[src/rtl/pc_pkg.sv]
// Shared definitions for the fetch-address sequencer: state encoding and o_state width.
package pc_pkg;

  localparam int PC_STATE_W = 2;

  localparam logic [PC_STATE_W-1:0] PC_RUN       = 2'd0;
  localparam logic [PC_STATE_W-1:0] PC_STEP_WAIT = 2'd1;
  localparam logic [PC_STATE_W-1:0] PC_HALTED    = 2'd2;

  typedef enum logic [PC_STATE_W-1:0] {
    ST_RUN       = PC_RUN,
    ST_STEP_WAIT = PC_STEP_WAIT,
    ST_HALTED    = PC_HALTED
  } pc_state_e;

endpackage

[src/rtl/pc_trace_buffer.sv]
// Circular buffer of recent redirect targets, read newest-first with one-cycle latency.
module pc_trace_buffer #(
  parameter int ADDR_W = 32,
  parameter int DEPTH  = 8
) (
  input  logic                     i_clk,
  input  logic                     i_reset,
  input  logic                     i_wr_en,
  input  logic [ADDR_W-1:0]        i_wr_data,
  input  logic [$clog2(DEPTH)-1:0] i_rd_idx,
  output logic [ADDR_W-1:0]        o_rd_data,
  output logic [$clog2(DEPTH):0]   o_count
);

  localparam int IDX_W = $clog2(DEPTH);

  logic [ADDR_W-1:0] r_mem [DEPTH];
  logic [IDX_W-1:0]  r_wr_ptr;
  logic [IDX_W:0]    r_count;
  logic [ADDR_W-1:0] r_rd_data;
  logic [IDX_W-1:0]  w_rd_ptr;
  logic              w_rd_hit;

  // Newest entry sits just behind the write pointer; the pointer width gives the wrap.
  assign w_rd_ptr = r_wr_ptr - IDX_W'(1) - i_rd_idx;
  assign w_rd_hit = ({1'b0, i_rd_idx} < r_count);

  always_ff @(posedge i_clk) begin
    if (i_wr_en) r_mem[r_wr_ptr] <= i_wr_data;
  end

  always_ff @(posedge i_clk) begin
    if (i_reset) begin
      r_wr_ptr  <= '0;
      r_count   <= '0;
      r_rd_data <= '0;
    end else begin
      if (i_wr_en) begin
        r_wr_ptr <= r_wr_ptr + IDX_W'(1);
        if (r_count != (IDX_W+1)'(DEPTH)) r_count <= r_count + (IDX_W+1)'(1);
      end
      r_rd_data <= w_rd_hit ? r_mem[w_rd_ptr] : '0;
    end
  end

  assign o_rd_data = r_rd_data;
  assign o_count   = r_count;

endmodule

[src/rtl/pc_sequencer.sv]
// Fetch-address sequencer: branch/jump redirects, halt/resume and single-step control.
// Define PC_TRACE_EN to build the redirect-target trace buffer.
module pc_sequencer
  import pc_pkg::*;
#(
  parameter int                 ADDR_W       = 32,
  parameter logic [ADDR_W-1:0]  RESET_VECTOR = '0,
  parameter int                 INSTR_BYTES  = 4,
  parameter int                 TRACE_DEPTH  = 8
) (
  input  logic                           i_clk,
  input  logic                           i_reset,
  input  logic                           i_mode_step,
  input  logic                           i_step,
  input  logic                           i_resume,
  input  logic                           i_stall,
  input  logic                           i_halt,
  input  logic                           i_branch,
  input  logic [ADDR_W-1:0]              i_branch_address,
  input  logic                           i_jump,
  input  logic [ADDR_W-1:0]              i_jump_address,
  input  logic [$clog2(TRACE_DEPTH)-1:0] i_trace_idx,
  output logic [ADDR_W-1:0]              o_pc,
  output logic [ADDR_W-1:0]              o_pc_plus,
  output logic                           o_advance,
  output logic [PC_STATE_W-1:0]          o_state,
  output logic                           o_misaligned,
  output logic [ADDR_W-1:0]              o_trace_addr,
  output logic [$clog2(TRACE_DEPTH):0]   o_trace_count
);

  localparam logic [ADDR_W-1:0] LOW_MASK = ADDR_W'(INSTR_BYTES - 1);
  localparam logic [ADDR_W-1:0] INCR     = ADDR_W'(INSTR_BYTES);

  pc_state_e         r_state, w_state_next;
  logic [ADDR_W-1:0] r_pc;
  logic              r_step_pending, w_pending_next;
  logic              r_advance, r_misaligned;
  logic              w_step_go, w_adv, w_redirect;
  logic [ADDR_W-1:0] w_target, w_pc_next;

  assign w_step_go  = i_step | r_step_pending;
  assign w_adv      = !i_stall && !i_halt && (r_state != ST_HALTED) &&
                      ((r_state == ST_RUN) || w_step_go);
  assign w_redirect = i_branch | i_jump;
  assign w_target   = i_branch ? i_branch_address : i_jump_address;
  assign w_pc_next  = w_redirect ? (w_target & ~LOW_MASK) : (r_pc + INCR);

  always_comb begin
    w_state_next = r_state;
    case (r_state)
      ST_RUN:       if (i_mode_step)  w_state_next = ST_STEP_WAIT;
      ST_STEP_WAIT: if (!i_mode_step) w_state_next = ST_RUN;
      ST_HALTED:    if (i_resume)     w_state_next = i_mode_step ? ST_STEP_WAIT : ST_RUN;
      default:                        w_state_next = ST_RUN;
    endcase
    if (i_halt && (r_state != ST_HALTED)) w_state_next = ST_HALTED;
  end

  // A step that lands on a stall is remembered until it can be honoured; halting forgets it.
  always_comb begin
    w_pending_next = r_step_pending;
    if (w_adv)
      w_pending_next = 1'b0;
    else if (w_state_next == ST_HALTED)
      w_pending_next = 1'b0;
    else if (i_step && i_stall)
      w_pending_next = 1'b1;
  end

  always_ff @(posedge i_clk) begin
    if (i_reset) begin
      r_state        <= ST_RUN;
      r_pc           <= RESET_VECTOR;
      r_step_pending <= 1'b0;
      r_advance      <= 1'b0;
      r_misaligned   <= 1'b0;
    end else begin
      r_state        <= w_state_next;
      r_step_pending <= w_pending_next;
      r_advance      <= w_adv;
      r_misaligned   <= w_adv && w_redirect && (|(w_target & LOW_MASK));
      if (w_adv) r_pc <= w_pc_next;
    end
  end

  assign o_pc         = r_pc;
  assign o_pc_plus    = r_pc + INCR;
  assign o_advance    = r_advance;
  assign o_state      = r_state;
  assign o_misaligned = r_misaligned;

`ifdef PC_TRACE_EN
  pc_trace_buffer #(
    .ADDR_W (ADDR_W),
    .DEPTH  (TRACE_DEPTH)
  ) u_trace (
    .i_clk     (i_clk),
    .i_reset   (i_reset),
    .i_wr_en   (w_adv & w_redirect),
    .i_wr_data (w_pc_next),
    .i_rd_idx  (i_trace_idx),
    .o_rd_data (o_trace_addr),
    .o_count   (o_trace_count)
  );
`else
  logic w_unused_trace_idx;
  assign w_unused_trace_idx = ^i_trace_idx;
  assign o_trace_addr       = '0;
  assign o_trace_count      = '0;
`endif

endmodule

[config.mk]
export PLATFORM = sky130hd
export DESIGN_NAME = pc_sequencer
export DESIGN_NICKNAME = d
export VERILOG_FILES = /design/src/rtl/pc_pkg.sv /design/src/rtl/pc_trace_buffer.sv /design/src/rtl/pc_sequencer.sv
export SDC_FILE = /design/constraint.sdc
export NUM_CORES = 1
export LEC_CHECK = 0
export CORE_UTILIZATION = 30
export CTS_CLUSTER_SIZE = 28
export DETAILED_ROUTE_END_ITERATION = 6
export PLACE_DENSITY_LB_ADDON = 0.08
export SETUP_SLACK_MARGIN = 0.1
export SLEW_MARGIN = 40
export SYNTH_ARGS = -nofsm -noshare
export SYNTH_HDL_FRONTEND = slang
export SYNTH_SLANG_ARGS = --single-unit
[constraint.sdc]
create_clock -name i_clk -period 3 [get_ports i_clk]
set_input_delay 0.75 -clock i_clk [delete_from_list [all_inputs] [get_ports i_clk]]
set_output_delay 0.75 -clock i_clk [all_outputs]
set_load 0.005 [all_outputs]
# After elaboration in Yosys (flattened, before gate mapping)
# Cells that the tools add are included.
totals:
  regBits: 37
  inputBits: 76
  output_inout_bits: 104
  word_cells: 33
classes:
  n_addsub: 1
  eq_ne: 4
  mux: 8
  bitwise: 2
  reduce_logical: 13
op_table:
  columns: ["operator", "n"]
  rows:
  - ["$mux 32", 2]
  - ["$add 32x3->32 const B", 1]
  - ["$mux 2", 4]
  - ["$logic_and 1x1->1", 7]
  - ["$pmux 2 s3", 1]
  - ["$eq 2x2->1 const B", 2]
  - ["$reduce_or 3->1", 1]
  - ["$eq 2x1->1 const B", 1]
  - ["$logic_not 1->1", 2]
  - ["$logic_not 2->1", 1]
  - ["$ne 2x2->1 const B", 1]
  - ["$or 1x1->1", 2]
  - ["$reduce_or 2->1", 1]
  - ["$logic_or 1x1->1", 1]
  - ["$mux 1", 1]

# Logic depth before layout (Yosys ltp)
logic_depth:
  word_depth: 6
  mapped_depth: 8
  depth_no_buf: 6

# Worst setup path after synthesis
# No wires, ideal clock.
synth_path:
  path_kind: "flip-flop to output port"
  start: "register r_pc[2] (netlist: o_pc[2])"
  end: "output o_pc_plus[30]"
  arrival_time_ps: 2299
  required_time_ps: 2250
  slack_ps: -49
  path_stages_with_launch: 8
  n_path_buf: 2
  path_cell_list: "dfxtp_1 > ha_1 > clkbuf_1 > nand4_1 > or4_4 > buf_6 > or4_1 > xnor2_1"
synth_between:
  elab_chain_len: 1
synth_lines:
  columns: ["element", "line_no", "source"]
  rows:
  - ["start: declaration", "pc_sequencer.sv:36", "logic [ADDR_W-1:0] r_pc;"]
  - ["start signal: assignment", "pc_sequencer.sv:83", "if (w_adv) r_pc <= w_pc_next;"]
  - ["$add 32x3->32", "pc_sequencer.sv:88", "assign o_pc_plus = r_pc + INCR;"]
  - ["end: declaration", "pc_sequencer.sv:24", "output logic [ADDR_W-1:0] o_pc_plus,"]
# Every way passes these cells.

# Final worst setup path
# Same ends and word-level chain as after synthesis.

==> impl_results.md <==
- Status: finished clean
- Final hold vios: 0
- Slowest CP cell: or4_4
- Die Y: 103 um
- GP Congestion: approximately 0.84
- Core box area: about 9800 um^2
- CTS root buf: clkbuf_8
- Clk_lat worst skew: ~0.3 ns
- Largest net degree at the start of global routing: 29
- PnR worst setup slack: 0.0371 ns
- CTS buffer count: 5
- CTS Sinks: 35
- Filler-free cell count of the finished design: about 740
- Static Leak: approximately 2.2 nW
- Layout cells sized above 1: 0.237
- Crit path max fanout: 3
- CP Cell Sequence: ha_4 -> nand4_1 -> or4_4 -> or4_4 -> xnor2_2 -> buf_2
- Nets: just under 700
- First-pass GRT wire length: between 15,000 and 20,000 um
- Critical Path RT: between 2 and 2.5 ns
- Pre-CTS WS: -0.140 ns
- Crit end category: output port
- R2R setup slack: 0.19 ns
- Cts hold-fix bufs: 0
- YS warnings: 0
- Mapped Cells: 417
- Top delay family on crit path: simple AND/OR/NAND/NOR gates
- Dominant cells by area after synthesis: dfxtp_1, buf_4, xnor2_1
- H-tree levels: 2
- Crit path kind: flip-flop to output port
- Fin Setup TNS: 0 ns
- Synthesized area: about 3000 um^2
- Max VDD drop: roughly 0.00017 V
- Die area: roughly 11,000 um^2
- Crit path time final: a little under 3 ns
- Initial Util: 0.310
- Final ANT Viol Nets: 0
- Top-area cell type share of the netlist area: 0.231
- Cell area power density: approximately 260 nW/um^2
- Initial DRC Count: 149
- Hold Path Class: flip-flop to flip-flop
- Commonest cells after routing, fill and taps aside: clkdlybuf4s50_1, buf_4, conb_1
- Post-placement cell count: roughly 700
- DR vias: 3,687
- Post-DP HPWL: approximately 8700 um
- Fill count: between 900 and 1,000
- CP bufs+invs: 1
- Startpoint Class: flip-flop
- CP most frequent cell: or4_4
- Max Cap Viol: 0
- # DRC: 0
- WL/cell: approximately 16 um
- Max Root-Sink Buffers: 2
- Synth cell types: 56
- Clock Pin Slew Worst Setup and Hold Paths: 0.08 ns
- First-pass DRT Iterations: 4
- F_max: ~340 MHz
- Chip width: ~100 um
- GRT overflow: 0
- EDFF count, synth: 0
- Ant. Diodes: 0
- Area delta synth->final: 71.2%
- IO buf count: ~140
- Ys flop type: dfxtp_1
- Commonest non-fill, non-tap cell in the layout: clkdlybuf4s50_1
- Final clock skew: 0.00537 ns
- CP peak stage delay: ~0.58 ns
- Post-synth ARST share: 0
- # rows: 36
- Gr usage total: 0.223
- Yosys reg bits: 35
- Sequential-to-total area share from yosys stat: 0.231
- Max Slew Vio Count: 0
- Final setup vio count: 0
- Vias in the first global route: ~3,500
- Final Cycle Share: 0.988
- Final WL: 11,700 um
- Vias/cell: 5.00
- Final core utilization: 0.531
- IO Count: 180
- Area leader, netlist: dfxtp_1
- Average cell area after synthesis: between 7 and 8 um^2
- Overall Power: roughly 1.3 mW
- Initial antenna violation count: 0
- RSZ-0062 raised after global routing: yes
- Arr. time, crit path: between 2 and 2.5 ns
- CTS tree: done
[stage by stage]
stage	instance area, um^2	hold WS (ns)
after floorplan	3180	0.473
after global routing	5190	0.568
final	5190	0.533
after detailed placement	4730	0.521
after global placement	4730	0.511
after CTS	5000	0.534
[registers in the layout, indices dropped and copies added, names as in the netlist]
signal,flops
o_advance,1
o_misaligned,1
o_pc,30
o_state,2
r_step_pending,1
[cell type report]
class	instances	area (um^2)	area share
sequential	35	712	0.137
tap	133	166	0.0320
clock buffer	5	68.8	0.0132
multi-input combinational	334	2170	0.417
clock inverter	3	15.0	0.00289
inverter	8	30.0	0.00578
timing repair buffer	219	2030	0.391
[Yosys cell counts, drive strengths merged, types with 2 or more instances]
| library cell | instances |
|---|---|
| a21o | 2 |
| nor4 | 7 |
| inv | 8 |
| nand4 | 16 |
| o41ai | 4 |
| nor4b | 3 |
| o21ai | 29 |
| and4 | 3 |
| dfxtp | 35 |
| a221oi | 3 |
| o32a | 2 |
| a211oi | 2 |
| mux2i | 4 |
| and3 | 2 |
| a221o | 2 |
| buf | 48 |
| a22o | 6 |
| nor2b | 2 |
| and2 | 2 |
| a31oi | 8 |
| o31a | 3 |
| o31ai | 3 |
| a21oi | 23 |
| a22oi | 13 |
| nor3 | 12 |
| xor2 | 11 |
| or4 | 8 |
| nand3 | 13 |
| o211ai | 11 |
| xnor2 | 17 |
| nor2 | 27 |
| nand2 | 39 |
| clkbuf | 31 |
| or2 | 2 |
[worst paths after layout]
kind | from | end | cells after the start
worst max-delay path | o_pc[2] | o_pc_plus[30] | 6
worst min-delay path | r_step_pending | r_step_pending | 2
worst max register to register | o_pc[4] | o_pc[25] | 18
worst min register to register | r_step_pending | r_step_pending | 2
[layer usage]
layer / up-vias / track usage / wire (um)
met3: 6 / 0.0400 / 675
met5: - / 0 / 0
met1: 1736 / 0.288 / 5130
li1: 1818 / - / -
met4: 0 / 0.0462 / 62
met2: 127 / 0.387 / 5850
[report_power, final]
group | switching (mW) | leakage [nW] | total [mW] | internal [mW]
sequential | 0.0284 | 0.290 | 0.521 | 0.492
combinational | 0.199 | 1.85 | 0.457 | 0.258
clock | 0.197 | 0.0477 | 0.357 | 0.159
total | 0.424 | 2.19 | 1.33 | 0.910
[what timing repair did]
action / in CTS / in global routing
hold endpoints to repair: 0 / 0
gates cloned: 0 / 0
endpoints found under the setup margin: 20 / 18
pin swaps: 13 / 12
gates resized for setup: 48 / 53
buffers inserted: 15 / 7
[worst min-delay path: cells and delay by family (launching register included)]
family	cells	cell delay (ns)
compound gates	1	0.12
simple gates	1	0.06
flops	1	0.32
[cell families (layout without fill, tap and decap cells)]
logic type / after synthesis / count (layout) / synth area share
AOI/OAI and AO/OA: 120 / 120 / 0.267
xor gates and xnor gates: 28 / 28 / 0.0809
adders and majority gates: 1 / 1 / 0.00412
buffers and inverters: 87 / 235 / 0.160
DFF: 35 / 35 / 0.231
muxes: 4 / 4 / 0.0132
other: 1 / 40 / 0.00124
and+or+nand+nor: 141 / 141 / 0.242
Power figures use the tool's default switching activity.
